==> config.mk <==
export PLATFORM = sky130hd
export DESIGN_NAME = jtframe_pll_rstseq
export DESIGN_NICKNAME = d
export VERILOG_FILES = /design/src/rtl/jtframe_pll_rstseq_pkg.sv /design/src/rtl/jtframe_pll_rstseq_sync.sv /design/src/rtl/jtframe_pll_rstseq.sv
export SDC_FILE = /design/constraint.sdc
export NUM_CORES = 1
export LEC_CHECK = 0
export BUFFER_PORTS_ARGS = -buffer_cell sky130_fd_sc_hd__buf_4
export CORE_MARGIN = 2
export CORE_UTILIZATION = 52
export CTS_BUF_LIST = sky130_fd_sc_hd__clkbuf_4 sky130_fd_sc_hd__clkbuf_8 sky130_fd_sc_hd__clkbuf_16
export DETAILED_ROUTE_END_ITERATION = 12
export GPL_TIMING_DRIVEN = 0
export PLACE_DENSITY = 0.77
export SYNTH_ARGS = -nofsm -noshare
export SYNTH_HDL_FRONTEND = slang
export SYNTH_SLANG_ARGS = --single-unit
==> constraint.sdc <==
create_clock -name clk -period 1.8 [get_ports clk]
set_input_delay 0.27 -clock clk [delete_from_list [all_inputs] [get_ports clk]]
set_output_delay 0.27 -clock clk [all_outputs]
set_load 0.01 [all_outputs]
==> src/rtl/jtframe_pll_rstseq_pkg.sv <==
// Shared state encoding for the PLL reset sequencer and anything decoding its st port.
// The numeric values are visible on the debug port, so they are fixed explicitly.
package jtframe_pll_rstseq_pkg;

  localparam int ST_W = 3;

  typedef enum logic [ST_W-1:0] {
    ST_PRST   = 3'd0,
    ST_WLOCK  = 3'd1,
    ST_SETTLE = 3'd2,
    ST_RUN    = 3'd3
  } state_t;

endpackage

==> src/rtl/jtframe_pll_rstseq_sync.sv <==
// Two-flop synchronizer bringing the asynchronous PLL locked pin into the refclk domain.
module jtframe_sync (
  input  logic clk,
  input  logic rst,
  input  logic din,
  output logic dout
);

  logic meta;

  always_ff @(posedge clk or posedge rst) begin
    if (rst) begin
      meta <= 1'b0;
      dout <= 1'b0;
    end else begin
      meta <= din;
      dout <= meta;
    end
  end

endmodule

==> src/rtl/jtframe_pll_rstseq.sv <==
// Frame PLL reset sequencer: pulses the PLL reset, waits for lock with timeout/retry,
// qualifies lock over a settle window and only then releases the system reset.
module jtframe_pll_rstseq
  import jtframe_pll_rstseq_pkg::*;
#(
  parameter int RSTW   = 16,
  parameter int LOCKTO = 1000000,
  parameter int SETTLE = 4096,
  parameter int CW     = 20,
  parameter int TRYW   = 3
) (
  input  logic            rst,
  input  logic            clk,
  input  logic            pll_locked,
  input  logic            relock,
  output logic            pll_rst,
  output logic            sys_rst,
  output logic            ready,
  output logic            fail,
  output logic [TRYW-1:0] retries,
  output logic [2:0]      st
);

  localparam longint TCAP = 64'd1 << CW;

  if (RSTW < 2) begin : g_rstw_chk
    $error("jtframe_pll_rstseq: RSTW must be at least 2");
  end
  if (RSTW > TCAP || LOCKTO > TCAP || SETTLE > TCAP) begin : g_cw_chk
    $error("jtframe_pll_rstseq: CW too narrow for RSTW/LOCKTO/SETTLE");
  end

  localparam logic [CW-1:0]   T_RST    = CW'(RSTW - 1);
  localparam logic [CW-1:0]   T_LOCK   = CW'(LOCKTO - 1);
  localparam logic [CW-1:0]   T_SETTLE = CW'(SETTLE - 1);
  localparam logic [TRYW-1:0] TRY_MAX  = {TRYW{1'b1}};

  function automatic logic [TRYW-1:0] sat_inc(input logic [TRYW-1:0] v);
    return (v == TRY_MAX) ? v : v + 1'b1;
  endfunction

  state_t          state, state_nx;
  logic [CW-1:0]   timer, timer_nx;
  logic [TRYW-1:0] retries_nx;
  logic            fail_nx;
  logic            pll_rst_nx, sys_rst_nx, ready_nx;
  logic            lk;

  jtframe_sync u_sync (
    .clk  (clk),
    .rst  (rst),
    .din  (pll_locked),
    .dout (lk)
  );

  always_ff @(posedge clk or posedge rst) begin
    if (rst) begin
      state   <= ST_PRST;
      timer   <= '0;
      retries <= '0;
      fail    <= 1'b0;
      pll_rst <= 1'b1;
      sys_rst <= 1'b1;
      ready   <= 1'b0;
    end else begin
      state   <= state_nx;
      timer   <= timer_nx;
      retries <= retries_nx;
      fail    <= fail_nx;
      pll_rst <= pll_rst_nx;
      sys_rst <= sys_rst_nx;
      ready   <= ready_nx;
    end
  end

  // Relock overrides every other event; a lock seen on the timeout cycle still wins over the timeout.
  always_comb begin
    state_nx   = state;
    timer_nx   = timer + 1'b1;
    retries_nx = retries;
    fail_nx    = fail;
    if (relock && state != ST_PRST) begin
      state_nx = ST_PRST;
      timer_nx = '0;
    end else begin
      case (state)
        ST_PRST: begin
          if (timer == T_RST) begin
            state_nx = ST_WLOCK;
            timer_nx = '0;
          end
        end
        ST_WLOCK: begin
          if (lk) begin
            state_nx = ST_SETTLE;
            timer_nx = '0;
          end else if (timer == T_LOCK) begin
            state_nx   = ST_PRST;
            timer_nx   = '0;
            retries_nx = sat_inc(retries);
            fail_nx    = fail | (sat_inc(retries) == TRY_MAX);
          end
        end
        ST_SETTLE: begin
          if (!lk) begin
            state_nx = ST_WLOCK;
            timer_nx = '0;
          end else if (timer == T_SETTLE) begin
            state_nx = ST_RUN;
            timer_nx = '0;
          end
        end
        ST_RUN: begin
          timer_nx = '0;
          if (!lk) state_nx = ST_PRST;
        end
        default: begin
          state_nx = ST_PRST;
          timer_nx = '0;
        end
      endcase
    end
  end

  // Outputs are decoded from the next state so they register in step with it.
  always_comb begin
    pll_rst_nx = (state_nx == ST_PRST);
    sys_rst_nx = (state_nx != ST_RUN);
    ready_nx   = (state_nx == ST_RUN);
  end

  assign st = state;

endmodule
# == Yosys cells after proc, flatten, opt, wreduce, memory -nomap -nowiden ==
# Cells that the tools add are included.
# classes
add_sub_neg,2
eq_ne,10
n_mux,16
bitwise,3
n_reduce_logical,5
# op_table
operator,count
20-bit 2-to-1 mux,6
20-bit one-hot mux with 3 select lines,1
3-bit 2-to-1 mux,8
"20-bit by 1-bit adder with 20-bit output, second input constant",1
"20-bit by 12-bit == test with 1-bit output, second input constant",1
"20-bit == test, second input constant",1
"20-bit by 4-bit == test with 1-bit output, second input constant",1
3-bit one-hot mux with 4 select lines,1
"3-bit by 2-bit == test with 1-bit output, second input constant",3
"3-bit == test, second input constant",2
3-bit zero test,2
4-bit AND reduction,1
"3-bit by 1-bit adder with 3-bit output, second input constant",1
"3-bit by 1-bit == test with 1-bit output, second input constant",1
"3-bit by 2-bit != test with 1-bit output, second input constant",1
3-bit nonzero test,1
1-bit inverter,2
1-bit logical AND,1
1-bit OR,1
# word_totals
reg_bits,32
input_bits,4
out_inout_bits,10
wordCells,45

# == Logic depth before layout (Yosys ltp) ==
# Gate-level depths: netlist (run 1).
# logic_depth
ltp_word,6
depth_mapped,7
ltp_nobuf,6

# == By module ==
# Synthesis (run 1) repeated with hierarchy kept, for this count alone.
# unflattened
hier_cells,161
hier_area_um2,1691.6
# by_module_without_submodules
mod,instances,cells_per_inst,area_per_inst_um2,seq_area_each_um2
jtframe_pll_rstseq,1,158,1637.8,753.2
jtframe_sync,1,3,53.8,50.0

# == Worst setup path before layout (run 1) ==
# No wires, ideal clock.
# synth_path
path_type,register to register
startpoint,register timer[11]
endpoint,register retries[1]
setup_time_ns,0.125
arrival_time_ns,1.795
required_ns,1.675
setup_slack_ns,-0.120
path_stages_with_launch,6
path_buffers,0
period_less_slack_ns,1.920
path_cell_list,dfrtp_1 -> or4_4 -> nor4_4 -> and4_1 -> nand2_2 -> mux2_4
# synth_via
elab_chain_len,2
# synth_lines
item,line,rtl
from (decl),jtframe_pll_rstseq.sv:43,"logic [CW-1:0] timer, timer_nx;"
from (signal assigned),jtframe_pll_rstseq.sv:67,timer <= timer_nx;
20-bit == test,jtframe_pll_rstseq.sv:97,end else if (timer == T_LOCK) begin
4-bit AND reduction (no line),n/a,
to (signal assigned),jtframe_pll_rstseq.sv:68,retries <= retries_nx;
to (decl),jtframe_pll_rstseq.sv:20,"output logic [TRYW-1:0] retries,"
# No other way between the ends.
# A chain may end at the register's enable or synchronous reset.

# == Final worst setup path (run 1) ==
# layout_path
startpoint,register timer[8]
endpoint,register timer[16]
# layout_via
elab_chain_len,5
elab_cells_between_ends,11
cone_classes,add/sub: 1; eq/ne: 3; mux: 7
# layout_lines
item,line,rtl
20-bit by 1-bit adder with 20-bit output (tied with other cells),jtframe_pll_rstseq.sv:79,timer_nx = timer + 1'b1;
"20-bit 2-to-1 mux, on equally long branches","jtframe_pll_rstseq.sv:108, jtframe_pll_rstseq.sv:97",
"20-bit 2-to-1 mux, on equally long branches","jtframe_pll_rstseq.sv:105, jtframe_pll_rstseq.sv:94",
20-bit one-hot mux with 3 select lines *,jtframe_pll_rstseq.sv:86,case (state)
20-bit 2-to-1 mux *,jtframe_pll_rstseq.sv:82,if (relock && state != ST_PRST) begin
net timer_nx[16],jtframe_pll_rstseq.sv:43,
# The timed path passes the listed nets; every way through them passes the cells marked *.

==> results_dict.tcl, run 1 <==
set metrics [dict create \
    outcome "finished with violations" \
    failed_checks "design-rule violations, negative setup slack" \
    rows 19 \
    busiest_layer "met2" \
    syn_avg_cell_area_um2 10.4 \
    seq_area_frac_synth 0.518 \
    maxCapViolCount 0 \
    cp-end-kind "flip-flop" \
    cts_buffer_depth 2 \
    post-route-period-util 1.18 \
    nets 187 \
    p_per_area_nw_per_um2 648 \
    placed_area_um2 1690 \
    dieArea_um2 3440 \
    path_clk_slew_ps 90 \
    skew_ps 10.2 \
    synth-seq-cells 32 \
    hold_depth 1 \
    insertedDiodeCount 0 \
    dp_slack_ps -330 \
    power_mw 1.23 \
    netlist_area_um2 1550 \
    dp_hpwl_um 2000 \
    postRouteAntennaNets 0 \
    route.final.wire_length_um 3180 \
    crit_path_max_fanout 5 \
    grt_max_degree 33 \
    rr_endpoint "timer[16]" \
    nFillCells 221 \
    wl_per_cell_um 14.9 \
    drc 1 \
    core_um2 2810 \
    crit_arrival_ps 2370 \
    synthXorXnorAreaFrac 0.113 \
    finalSetupViolCount 28 \
    vias 1217 \
    use_met3 0.0747 \
    synth-simple-area-share 0.268 \
    die_h_um 58.6 \
    yosysWarnings 0 \
    clock_latency_ps 340 \
    cts_tree "built" \
    slew_headroom 0.222 \
    period_minus_slack_ps 2130 \
    cp.required_ps 2030 \
    worstHoldStart "pll_locked" \
    tns_ps -7440 \
    drtIter0Drc 46 \
    worstSetupPathType "reg -> reg" \
    ir_drop_v 0.000667 \
    grt_pass1_vias 1161 \
    area_growth_pct 22.3 \
    ys.flop_type "dfrtp_1" \
    slew_viol_final 0 \
    hold_end "u_sync.meta" \
    drive_above_1_share 0.291 \
    p_leak_nw 0.853 \
    cts_hold_buffers 0 \
    met2_usage 0.313 \
    async_reset_ff_frac 1.00 \
    worst_slack_ps -331 \
    chipWidth_um 58.6 \
    via_per_inst 5.71 \
    rsz0062_at_grt "yes" \
    tightestPinTransition_ps 1170 \
    synth_cell_type_count 39 \
    cts_buffers 5 \
    synth_top_family_by_area "simple AND/OR/NAND/NOR gates" \
    cts_sinks 32 \
    reg2reg_slack_ps -330 \
    worstSetupStartpointType "flip-flop" \
    fin_cells 213 \
    synthAdderAreaFrac 0.0161 \
    timing.rr.start "timer[8]" \
    io_pins 14 \
    gp_congestion 0.791 \
    synthMuxAreaShare 0.00968 \
    grt_pass1_wl_um 5130 \
    antenna_found_initial 0 \
    grt_usage 0.202 \
    cts_max_level 2 \
    drt_pass1_iterations 8 \
    max_freq_mhz 469 \
    start_util 0.553 \
    syn_nets 155 \
    finalHoldViolCount 0 \
    synth_compound_area_frac 0.0589 \
    placed_cells 193 \
    worstHoldPathType "in -> reg" \
    overflow 0 \
    portBuffers 13 \
    final_area_um2 1900 \
    met1_usage 0.258 \
    r2r_cells 7 \
    synth_edf_count 0 \
    synthCells 149 \
    cts.root.buffer_cell "clkbuf_4" \
]
## critical path, stage by stage (launching register included)
cell	delay (ps)
dfrtp_2	420
or4_4	540
nor4_4	320
a2111oi_1	140
a211oi_2	220
buf_4	170
buf_2	160
nor2_1	50
## power breakdown
| group | internal (mW) | switching [mW] |
|---|---|---|
| Clock | 0.186 | 0.247 |
| Combinational | 0.0235 | 0.0336 |
| Sequential | 0.728 | 0.0119 |
| Total | 0.937 | 0.292 |
## cells by family (layout without fill, tap and decap cells)
group / Yosys count / in the layout
AO/OA/AOI/OAI: 12 / 12
XOR/XNOR: 20 / 20
adder cells (fa/ha/maj): 2 / 2
buffers and inverters: 4 / 37
flip-flops: 32 / 32
multiplexers: 1 / 1
other: 1 / 1
AND/OR/NAND/NOR: 77 / 77
## final cells by class
| type | count | area [um2] | share of cell area |
|---|---|---|---|
| clock inverter | 2 | 10.0 | 0.00528 |
| multi-input combinational | 113 | 781 | 0.412 |
| inverter | 2 | 7.51 | 0.00396 |
| tap | 31 | 38.8 | 0.0204 |
| timing repair buffer | 25 | 185 | 0.0976 |
| buffer | 2 | 18.8 | 0.00989 |
| sequential | 32 | 805 | 0.424 |
| clock buffer | 6 | 51.3 | 0.0270 |
## sequential cells by signal, indices dropped and copies added, names as in the netlist
signal	count
ready	1
timer	20
u_sync.dout	1
retries	3
st	3
sys_rst	1
pll_rst	1
u_sync.meta	1
fail	1
## cells in the final DEF, fill, tap and decap left out, types with 2 or more instances in the layout
cell type,n
a21o_1,2
and3_1,3
buf_4,25
clkbuf_4,5
clkinv_2,2
dfrtp_1,29
dfstp_2,2
inv_1,2
nand2_1,7
nand3_1,8
nand4_1,8
nor2_1,28
nor3_1,2
nor3b_1,2
o21ai_0,2
or4_4,2
xnor2_1,8
xor2_1,12
## how the worst max path moves through the flow
stage                       to  startpoint  cells past startpoint
detailed placement  retries[1]    timer[0]                      6
CTS                  timer[12]   timer[11]                      6
global placement    retries[1]    timer[0]                      6
finish               timer[16]    timer[8]                      7
floorplan           retries[1]   timer[11]                      5
global route        retries[1]    timer[8]                      6
## timing repair
| item | CTS | global route |
|---|---|---|
| endpoints found under the hold margin | 0 | 0 |
| endpoints found under the setup margin | 28 | 26 |
| gates resized for setup | 13 | 3 |
| setup buffers | 4 | 6 |
| pin swaps | 3 | 5 |
| gates cloned | 1 | 1 |
## per-stage QoR
step | util | hold WS, ps
2_1_floorplan | - | 301
3_3_place_gp | 0.602 | 335
3_5_place_dp | 0.602 | 365
4_1_cts | 0.655 | 25.0
5_1_grt | 0.676 | 14.0
6_report | 0.676 | 32.9
## Yosys cell counts, types with 2 or more instances
master,n,area (um2)
o21ai_0,3,15.0
or3_1,2,12.5
buf_4,2,15.0
nor3_1,3,15.0
a21o_1,2,15.0
xor2_1,12,105
and3_1,3,18.8
and4_1,2,17.5
nor2_1,28,105
xnor2_1,8,70.1
nor3b_1,2,15.0
nand3_1,9,45.0
dfrtp_1,30,751
nand4_1,8,50.1
ha_1,2,25.0
or4_1,2,15.0
inv_1,2,7.51
dfstp_2,2,52.6
nand2_1,7,26.3
## metal layers
layer,wire [um],up-vias
li1,-,585
met4,60,0
met1,1390,597
met5,0,-
met2,1590,28
met3,140,7
Power figures use the tool's default switching activity.
==> run 2, diff against run 1 <==
CORE_UTILIZATION = 57   (was 52)
PLACE_DENSITY = 0.8   (was 0.77)
clock period = 2.3 ns   (was 1.8 ns; I/O delays follow)
==> results_dict.tcl, run 2 (synthesis gave the netlist of run 1 again) <==
set metrics [dict create \
    crit_chain "ha_1 > nand3_1 > nor4_4 > and4_1 > nand2_2 > mux2_4" \
    crit_start "timer[0]" \
    dp_slack_ps 184 \
    chipWidth_um 56.2 \
    dieArea_um2 3160 \
    dp_hpwl_um 1990 \
    path_delay_family "simple AND/OR/NAND/NOR gates" \
    die_h_um 56.2 \
    cts_max_level 2 \
    rr_endpoint "retries[1]" \
    drc 0 \
    outcome "finished clean" \
    worstSetupStartpointType "flip-flop" \
    grt_max_degree 33 \
    cts.root.buffer_cell "clkbuf_4" \
    path_depth 6 \
    cts_resized 0 \
    finalHoldViolCount 0 \
    path_clk_slew_ps 100 \
    crit_path_max_fanout 6 \
    worstSetupPathType "reg -> reg" \
    worstHoldPathType "in -> reg" \
    overflow 0 \
    nFillCells 202 \
    max_stage_delay_ps 430 \
    postRouteAntennaNets 0 \
    wl_per_cell_um 14.4 \
    core_um2 2520 \
    cts_hold_buffers 0 \
    post_cts_buffers 0 \
    grt_pass1_wl_um 4970 \
    cts_sinks 32 \
    tightestPinTransition_ps 1160 \
    drive_above_1_share 0.178 \
    grt_usage 0.206 \
    final_common_cell "dfrtp_1" \
    cts_buffers 5 \
    crit_arrival_ps 2390 \
    drt_pass1_iterations 4 \
    io_pins 14 \
    post-route-period-util 0.937 \
    cp.required_ps 2540 \
    clock_latency_ps 340 \
    portBuffers 13 \
    start_util 0.615 \
    cts_tree "built" \
    skew_ps 10.5 \
    slew_headroom 0.229 \
    worstHoldStart "pll_locked" \
    finalSetupViolCount 0 \
    p_leak_nw 0.798 \
    nets 175 \
    cts_buffer_depth 2 \
    area_growth_pct 11.9 \
    top_register "timer" \
    cp_slowest_cell "dfrtp_1" \
    max_freq_mhz 464 \
    grt_pass1_vias 1132 \
    insertedDiodeCount 0 \
    drtIter0Drc 39 \
    antenna_found_initial 0 \
    cp-endpoint "retries[1]" \
    route.final.wire_length_um 2870 \
    worst_slack_ps 146 \
    largest_register_ffs 20 \
    slew_viol_final 0 \
    reg2reg_slack_ps 150 \
    period_minus_slack_ps 2150 \
    ir_drop_v 0.000569 \
    crit_buf_inv 0 \
    rows 18 \
    maxCapViolCount 0 \
    gp_congestion 0.902 \
    cp-end-kind "flip-flop" \
    vias 1154 \
    timing.rr.start "timer[0]" \
    tns_ps 0 \
    rsz0062_at_grt "no" \
    via_per_inst 5.80 \
    mostFrequentLayoutCells "dfrtp_1 (30), nor2_1 (28), buf_4 (15)" \
    p_per_area_nw_per_um2 532 \
    r2r_cells 6 \
    fin_util 0.688 \
]
## run 2: cell type report
| cell class | instances | area (um2) | share of cell area |
|---|---|---|---|
| inverter | 2 | 7.51 | 0.00432 |
| clock inverter | 1 | 5.00 | 0.00288 |
| clock buffer | 6 | 45.0 | 0.0259 |
| sequential | 32 | 803 | 0.463 |
| multi-input combinational | 113 | 726 | 0.418 |
| timing repair buffer | 13 | 97.6 | 0.0562 |
| tap | 30 | 37.5 | 0.0216 |
| buffer | 2 | 15.0 | 0.00865 |
## run 2: worst reg2reg max path, stage by stage, from the launching register on
cell and delay (ps):
dfrtp_1 430, ha_1 210, nand3_1 270, nor4_4 430
and4_1 330, nand2_2 90, mux2_4 300
## run 2: worst min path at each step
stage	to	slack, ps	cells after the start
final	u_sync.meta	110	1
after detailed placement	u_sync.dout	340	0
after global routing	u_sync.meta	90	1
after global placement	u_sync.dout	330	0
after CTS	u_sync.meta	100	1
after floorplan	u_sync.dout	330	0
## run 2: routing by layer
layer / vias up / GRT usage / part of all wire
met2: 19 / 0.319 / 0.48
met5: - / 0 / 0
met1: 568 / 0.260 / 0.46
met4: 0 / 0.112 / 0.017
li1: 561 / - / -
met3: 6 / 0.0558 / 0.044
## run 2: power by group
group	internal (mW)	leakage, nW	switching [mW]
Clock	0.124	0.0315	0.184
Sequential	0.569	0.431	0.00854
Combinational	0.0141	0.335	0.0238
Total	0.708	0.798	0.216
## run 2: stage by stage
| stage | instances | total power, mW | instance area, um2 | hold WS [ps] |
|---|---|---|---|---|
| global placement | 192 | 0.624 | 1690 | 332 |
| global route | 199 | 0.962 | 1740 | 93.4 |
| CTS | 199 | 0.936 | 1740 | 101 |
| finish | 199 | 0.923 | 1740 | 114 |
| detailed placement | 192 | 0.627 | 1690 | 339 |
| floorplan | 149 | 0.612 | 1550 | 331 |
==> run 3, diff against run 2 <==
RECOVER_POWER = 50   (was default)
SETUP_SLACK_MARGIN = 0.15   (was default)
clock period = 2.2 ns   (was 2.3 ns; I/O delays follow)
==> results_dict.tcl, run 3 (synthesis gave the netlist of run 1 again) <==
set metrics [dict create \
    drtIter0Drc 32 \
    grt_pass1_wl_um 5050 \
    gp_congestion 0.902 \
    p_leak_nw 0.830 \
    rsz0062_at_grt "yes" \
    crit_arrival_ps 2270 \
    finalHoldViolCount 0 \
    io_pins 14 \
    slew_viol_final 0 \
    crit_path_max_fanout 10 \
    dp_hpwl_um 1990 \
    outcome "finished clean" \
    area_growth_pct 18.3 \
    p_per_area_nw_per_um2 530 \
    cts_buffers 5 \
    switching_share 0.237 \
    reg2reg_slack_ps 160 \
    combPwrFrac 0.045 \
    crit_buf_inv 1 \
    cp.required_ps 2430 \
    path_clk_slew_ps 90 \
    p_int_mw 0.742 \
    nFillCells 201 \
    worstSetupPathType "reg -> reg" \
    worstSetupStartpointType "flip-flop" \
    grt_usage 0.209 \
    clkPwrFrac 0.333 \
    antenna_found_initial 0 \
    worst_slack_ps 155 \
    cts_tree "built" \
    cts_buffer_depth 2 \
    rows 18 \
    slew_headroom 0.224 \
    insertedDiodeCount 0 \
    worstHoldPathType "in -> reg" \
    die_h_um 56.2 \
    mostFrequentLayoutCells "dfrtp_1 (29), nor2_1 (28), buf_4 (19)" \
    skew_ps 12.9 \
    max_stage_delay_ps 570 \
    chipWidth_um 56.2 \
    maxCapViolCount 0 \
    cts_sinks 32 \
    max_freq_mhz 489 \
    overflow 0 \
    cts_max_level 2 \
    tightestPinTransition_ps 1160 \
    vias 1189 \
    start_util 0.615 \
    via_per_inst 5.74 \
    top_register "timer" \
    finalSetupViolCount 0 \
    wl_per_cell_um 15.1 \
    drt_pass1_iterations 4 \
    crit_chain "or4_4 > nor3_2 > a2111oi_1 > a211oi_2 > buf_4 > nor2_1" \
    pwr-share-seq 0.622 \
    ir_drop_v 0.000619 \
    drc 0 \
    tns_ps 0 \
    final_common_cell "dfrtp_1" \
    clock_latency_ps 340 \
    cp_slowest_cell "or4_4" \
    postRouteAntennaNets 0 \
    cp-end-kind "flip-flop" \
    core_um2 2520 \
    grt_pass1_vias 1152 \
    dieArea_um2 3160 \
    largest_register_ffs 20 \
    route.final.wire_length_um 3130 \
    dp_slack_ps 84.0 \
    nets 183 \
    grt_max_degree 33 \
    period_minus_slack_ps 2040 \
    portBuffers 13 \
    drive_above_1_share 0.254 \
    post-route-period-util 0.929 \
    cts.root.buffer_cell "clkbuf_4" \
    path_delay_family "simple AND/OR/NAND/NOR gates" \
    power_switching_mw 0.231 \
]
[run 3: routing by layer]
layer / GRT usage / vias to the layer above / share of wire
li1: - / 573 / -
met3: 0.0581 / 9 / 0.033
met2: 0.323 / 18 / 0.48
met1: 0.262 / 589 / 0.46
met4: 0.119 / 0 / 0.022
met5: 0 / - / 0
[run 3: layout make-up]
class / count / area (um2) / share of cell area
clock inverter: 1 / 5.00 / 0.00273
inverter: 2 / 7.51 / 0.00409
sequential: 32 / 805 / 0.438
multi-input combinational: 113 / 771 / 0.420
clock buffer: 6 / 45.0 / 0.0245
timing repair buffer: 21 / 150 / 0.0818
buffer: 2 / 15.0 / 0.00818
tap: 30 / 37.5 / 0.0204
[run 3: stage by stage]
step	area (um2)	hold slack (ps)	util	total power [mW]	cells
after CTS	1750	86.5	0.693	0.979	200
after global placement	1690	332	0.669	0.653	192
after global routing	1840	100	0.728	1.01	207
after detailed placement	1690	339	0.669	0.656	192
final	1840	122	0.728	0.972	207
after floorplan	1550	331	-	0.640	149
[run 3: timing repair]
| action | in CTS | in global routing |
|---|---|---|
| buffers inserted | 1 | 6 |
| setup endpoints to repair | 21 | 25 |
| cloned | 0 | 1 |
| gates resized for setup | 1 | 12 |
| hold buffers | 0 | 0 |
| pin swaps | 0 | 1 |
[run 3: power by group through the flow]
stage | logic [mW] | clock network (mW) | registers (mW)
final | 0.0437 | 0.324 | 0.605
after global routing | 0.0486 | 0.355 | 0.607
after CTS | 0.0410 | 0.333 | 0.604
after detailed placement | 0.0404 | 0 | 0.616
after global placement | 0.0382 | 0 | 0.615
after floorplan | 0.0266 | 0 | 0.614
[run 3: worst paths after layout]
kind	start	to	depth (start not counted)
hold reg to reg	u_sync.meta	u_sync.dout	0
setup / recovery	timer[14]	timer[2]	6
hold / removal	pll_locked	u_sync.meta	1
max in group asynchronous	rst	timer[8]	2
min in group asynchronous	rst	retries[0]	2
setup reg to reg	timer[14]	timer[2]	6
